`config.mk`:
```
export PLATFORM = sky130hd
export DESIGN_NAME = id_ld_scoreboard
export DESIGN_NICKNAME = d
export VERILOG_FILES = /design/src/rtl/id_ld_scoreboard.sv
export SDC_FILE = /design/constraint.sdc
export NUM_CORES = 1
export LEC_CHECK = 0
export ABC_AREA = 1
export CAP_MARGIN = 10
export CORE_MARGIN = 2
export CORE_UTILIZATION = 35
export CTS_CLUSTER_SIZE = 8
export DETAILED_ROUTE_END_ITERATION = 16
export SLEW_MARGIN = 0
export SYNTH_ARGS = -nofsm -noshare
export SYNTH_HDL_FRONTEND = slang
export SYNTH_SLANG_ARGS = --single-unit
```
`constraint.sdc`:
```
create_clock -name clk -period 8.35 [get_ports clk]
set_input_delay 2.0875 -clock clk [delete_from_list [all_inputs] [get_ports clk]]
set_output_delay 2.0875 -clock clk [all_outputs]
set_load 0.02 [all_outputs]
```
`src/rtl/id_ld_scoreboard.sv`:
```
// ID/EX pipeline register with a per-GPR load-use scoreboard for multi-cycle load latency.
// Optional load-stall performance counter enabled by defining ID_PERF_CNT_EN.
module id_ld_scoreboard #(
  parameter int REG_ADDR_W = 5,
  parameter int PAYLOAD_W  = 80,
  parameter int LD_LAT     = 1,
  parameter int CNT_W      = 3
) (
  input  logic                  clk,
  input  logic                  reset,
  input  logic                  in_valid,
  input  logic [REG_ADDR_W-1:0] in_ra_addr,
  input  logic                  in_ra_used,
  input  logic [REG_ADDR_W-1:0] in_rb_addr,
  input  logic                  in_rb_used,
  input  logic [REG_ADDR_W-1:0] in_dst_addr,
  input  logic                  in_gpr_we_,
  input  logic                  in_is_load,
  input  logic [PAYLOAD_W-1:0]  in_payload,
  input  logic                  stall_in,
  input  logic                  flush,
  output logic                  in_ready,
  output logic                  ld_hazard,
  output logic                  out_valid,
  output logic [REG_ADDR_W-1:0] out_dst_addr,
  output logic                  out_gpr_we_,
  output logic                  out_is_load,
  output logic [PAYLOAD_W-1:0]  out_payload,
  output logic [31:0]           ld_stall_cnt
);

  localparam int              NUM_REGS = 1 << REG_ADDR_W;
  localparam logic [CNT_W-1:0] LD_LAT_C = CNT_W'(LD_LAT);

  // cnt[r] != 0 means a load to r is still in flight and r must not be read yet.
  logic [CNT_W-1:0] cnt [NUM_REGS];

  logic ra_busy;
  logic rb_busy;
  logic issue;
  logic ld_set;

  assign ra_busy   = in_ra_used && (cnt[in_ra_addr] != '0);
  assign rb_busy   = in_rb_used && (cnt[in_rb_addr] != '0);
  assign ld_hazard = in_valid && (ra_busy || rb_busy);

  // Handshake: an instruction transfers on a cycle where in_valid and in_ready are both high;
  // in_ready already includes in_valid, so in_ready alone marks the issue cycle.
  assign in_ready = in_valid && !ld_hazard && !stall_in && !flush;
  assign issue    = in_ready;
  assign ld_set   = issue && in_is_load && !in_gpr_we_;

  always_ff @(posedge clk or posedge reset) begin
    if (reset) begin
      for (int i = 0; i < NUM_REGS; i++) cnt[i] <= '0;
    end else if (!stall_in) begin
      for (int i = 0; i < NUM_REGS; i++) begin
        if (ld_set && (in_dst_addr == REG_ADDR_W'(i))) begin
          cnt[i] <= LD_LAT_C;
        end else if (cnt[i] != '0) begin
          cnt[i] <= cnt[i] - 1'b1;
        end
      end
    end
  end

  // Priority: flush > stall_in > issue > bubble.
  always_ff @(posedge clk or posedge reset) begin
    if (reset) begin
      out_valid    <= 1'b0;
      out_dst_addr <= '0;
      out_gpr_we_  <= 1'b1;
      out_is_load  <= 1'b0;
      out_payload  <= '0;
    end else if (flush) begin
      out_valid   <= 1'b0;
      out_gpr_we_ <= 1'b1;
    end else if (!stall_in) begin
      if (issue) begin
        out_valid    <= 1'b1;
        out_dst_addr <= in_dst_addr;
        out_gpr_we_  <= in_gpr_we_;
        out_is_load  <= in_is_load;
        out_payload  <= in_payload;
      end else begin
        out_valid   <= 1'b0;
        out_gpr_we_ <= 1'b1;
      end
    end
  end

`ifdef ID_PERF_CNT_EN
  logic [31:0] stall_cnt_q;

  always_ff @(posedge clk or posedge reset) begin
    if (reset) begin
      stall_cnt_q <= '0;
    end else if (ld_hazard && !stall_in && !flush && (stall_cnt_q != 32'hFFFF_FFFF)) begin
      stall_cnt_q <= stall_cnt_q + 32'd1;
    end
  end

  assign ld_stall_cnt = stall_cnt_q;
`else
  assign ld_stall_cnt = 32'h0;
`endif

endmodule

```
==> qor.csv <==
stage,metric,value,unit
global_routing,total grt overflow,0,
placed_design,DP HPWL,23.3,mm
sta,RSZ-0062 raised after global routing,false,
clocking,clock sink count,184,
routing,via count,10200,
worst_setup_path,Worst Path Required,6260,ps
placed_design,gpl congestion,0.876,
synthesis,Post-synth EDFFs,0,
synthesis,"FFs w/ async S/R, synth",100,%
die,io pins,226,
layout,Post-Layout Inst Area,14100,sq um
routing,via-per-instance ratio,4.70,
worst_setup_path,CP Class,primary input to primary output,
clocking,hold_buf cts,0,
worst_setup_path,worst endpoint data arrival time,4840,ps
run_status,outcome,"finished, final reports clean",
sta,Tcrit/Tclk final,83.0,%
sta,Rel. slew slack,31.4,%
clocking,H-tree levels,4,
worst_setup_path,Setup crit end kind,primary output,
flow_run,max-cap violations,0,
die,die height,185,microns
sta,Final min period,6930,ps
synthesis,ys flop type,dfrtp_1,
routing,"antenna viol nets, final",0,
layout,Area growth syn-to-layout,23.3,%
synthesis,Post-Synthesis Cells,1550,
synthesis,Synth warnings,0,
layout,Final Net Count,1878,
sta,Worst Tran Pin Value,1030,ps
sta,Fin. Hold Viols,0,
sta,Max Clock Freq,144,MHz
sta,clock skew,16.4,ps
layout,n_diodes,0,
placed_design,number of port buffers,193,
power,peak supply drop,0.000176,V
die,Die W,185,microns
routing,total routed wirelength,31.8,mm
worst_setup_path,Crit Path Max Fanout,19,
global_routing,largest net degree at the start of global routing,116,
synthesis,post-synthesis cell area,11500,sq um
layout,fraction of layout cells with a size suffix above 1,4.76,%
layout,most frequent cells in the layout,"nand2_1, inv_1, clkdlybuf4s50_1, dfrtp_1, nand3_1",
die,total die area,34200,sq um
power,pwr/cell area,322,nW/um^2
clocking,clk buf depth,2,
clocking,Worst-path clk slew,70,ps
clocking,post-CTS resize count,0,
sta,Slew Limit Fails,0,
synthesis,post-synthesis area per instance,7.40,sq um
die,Cell Rows,66,
die,initial core utilization,35.4,%
layout,"commonest non-fill, non-tap cell in the layout",nand2_1,
placed_design,"Cell Area, Placed",13500,sq um
synthesis,Yosys reg bits,184,
global_routing,global-route wire length before repair,52.4,mm
synthesis,Netlist cell types,26,
global_routing,total track usage,19.4,%
routing,wire length per cell,14.7,microns
routing,DRT Pass-1 Iters,7,
global_routing,antenna violations before repair,0,
clocking,CTS root buf,clkbuf_16,
sta,Final Setup Violations,0,
global_routing,vias in the first global route,9986,
clocking,CTS tree,done,
power,LEAKAGE,7.49,nW
sta,final setup TNS,0,ps
clocking,CTS buffer count,17,
clocking,clock latency on the worst-skew pair,460,ps
routing,DR DRC count,0,
synthesis,post-synthesis sequential area ratio,40.2,%
routing,initial DRC count,612,
hold_path,Min-Delay Path Class,flip-flop to flip-flop,
die,core area,32400,sq um
power,Power Total,4.56,mW
clocking,postcts setup bufs,0,
worst_setup_path,crit start category,primary input,
[cells in the mapped netlist (2+ instances only)]
cell	n	area, sq um
nor2_1	51	191
buf_2	29	145
a21oi_1	15	75.1
nor3_1	12	60.1
clkbuf_1	14	52.6
nand4_4	29	617
o21ai_0	20	100
buf_6	2	22.5
buf_12	3	60.1
nand3_1	114	571
buf_4	44	330
dfrtp_1	183	4580
nand2_1	676	2540
inv_1	214	803
ha_1	64	801
inv_2	3	11.3
nand4_1	68	425
[flip-flops by register name (all words and copies together) (netlist names)]
register,cells
cnt,96
out_payload,80
out_dst_addr,5
out_gpr_we_,1
out_is_load,1
out_valid,1
[layer usage]
| layer | GRT usage (%) | share of wire (%) | vias to the layer above |
|---|---|---|---|
| li1 | - | - | 5099 |
| met1 | 25.0 | 44 | 4735 |
| met2 | 31.6 | 46 | 324 |
| met3 | 6.80 | 8.9 | 20 |
| met4 | 3.90 | 0.87 | 0 |
| met5 | 0 | 0 | - |
[where the power goes]
part           internal (mW)  switching, mW  leakage (nW)
combinational          0.882           1.27          4.92
sequential              1.27          0.290          2.28
clock                  0.458          0.390         0.289
total                   2.61           1.94          7.49
[critical path, stage by stage]
cell and delay, ps:
clkdlybuf4s50_1 790, buf_4 330, nand2_1 80, nand3_1 80, nand2_1 60, nand2_1 60
nand2_1 70, nor2_1 100, nand2_1 60, nand2_1 50, nand2_1 50, nand3_1 100
nand2_2 100, nor2_8 160, clkdlybuf4s50_1 640
[cell families (layout without fill, tap and decap cells)]
family	after synthesis	after routing	synth area share [%]
DFF	184	184	40.2
AOI/OAI and AO/OA	37	37	1.64
and+or+nand+nor	953	953	38.7
other	1	32	0.0327
adders and majority gates	64	64	6.98
buffers and inverters	311	453	12.5
[worst paths after layout]
path                                   endpoint  slack, ps      startpoint  cells past startpoint
worst min-delay path             out_payload[1]        470  out_payload[1]                      2
max in group asynchronous               cnt[44]       4640           reset                      3
worst max-delay path                   in_ready       1420   in_rb_addr[0]                     15
min in group asynchronous       out_payload[42]       2150           reset                      2
worst max register to register  out_dst_addr[1]       5090         cnt[51]                     17
worst min register to register   out_payload[1]        470  out_payload[1]                      2
[final cells by class]
| type | instances | area (sq um) |
|---|---|---|
| sequential | 184 | 4610 |
| timing repair buffer | 203 | 2010 |
| inverter | 218 | 827 |
| multi-input combinational | 1086 | 5550 |
| clock buffer | 19 | 443 |
| clock inverter | 13 | 155 |
| tap | 442 | 553 |
| fill | 3299 | 18200 |
[metrics by stage]
| stage | setup slack [ps] | util [%] | cells | hold slack [ps] |
|---|---|---|---|---|
| final | 1420 | 43.7 | 2165 | 470 |
| after global routing | 1230 | 43.7 | 2165 | 490 |
| after CTS | 1440 | 43.7 | 2165 | 476 |
| after detailed placement | 1450 | 41.8 | 2133 | 458 |
| after global placement | 1480 | 41.8 | 2133 | 452 |
| after floorplan | 1260 | - | 1581 | 442 |
Note: power is estimated with default switching activity, not from simulation.
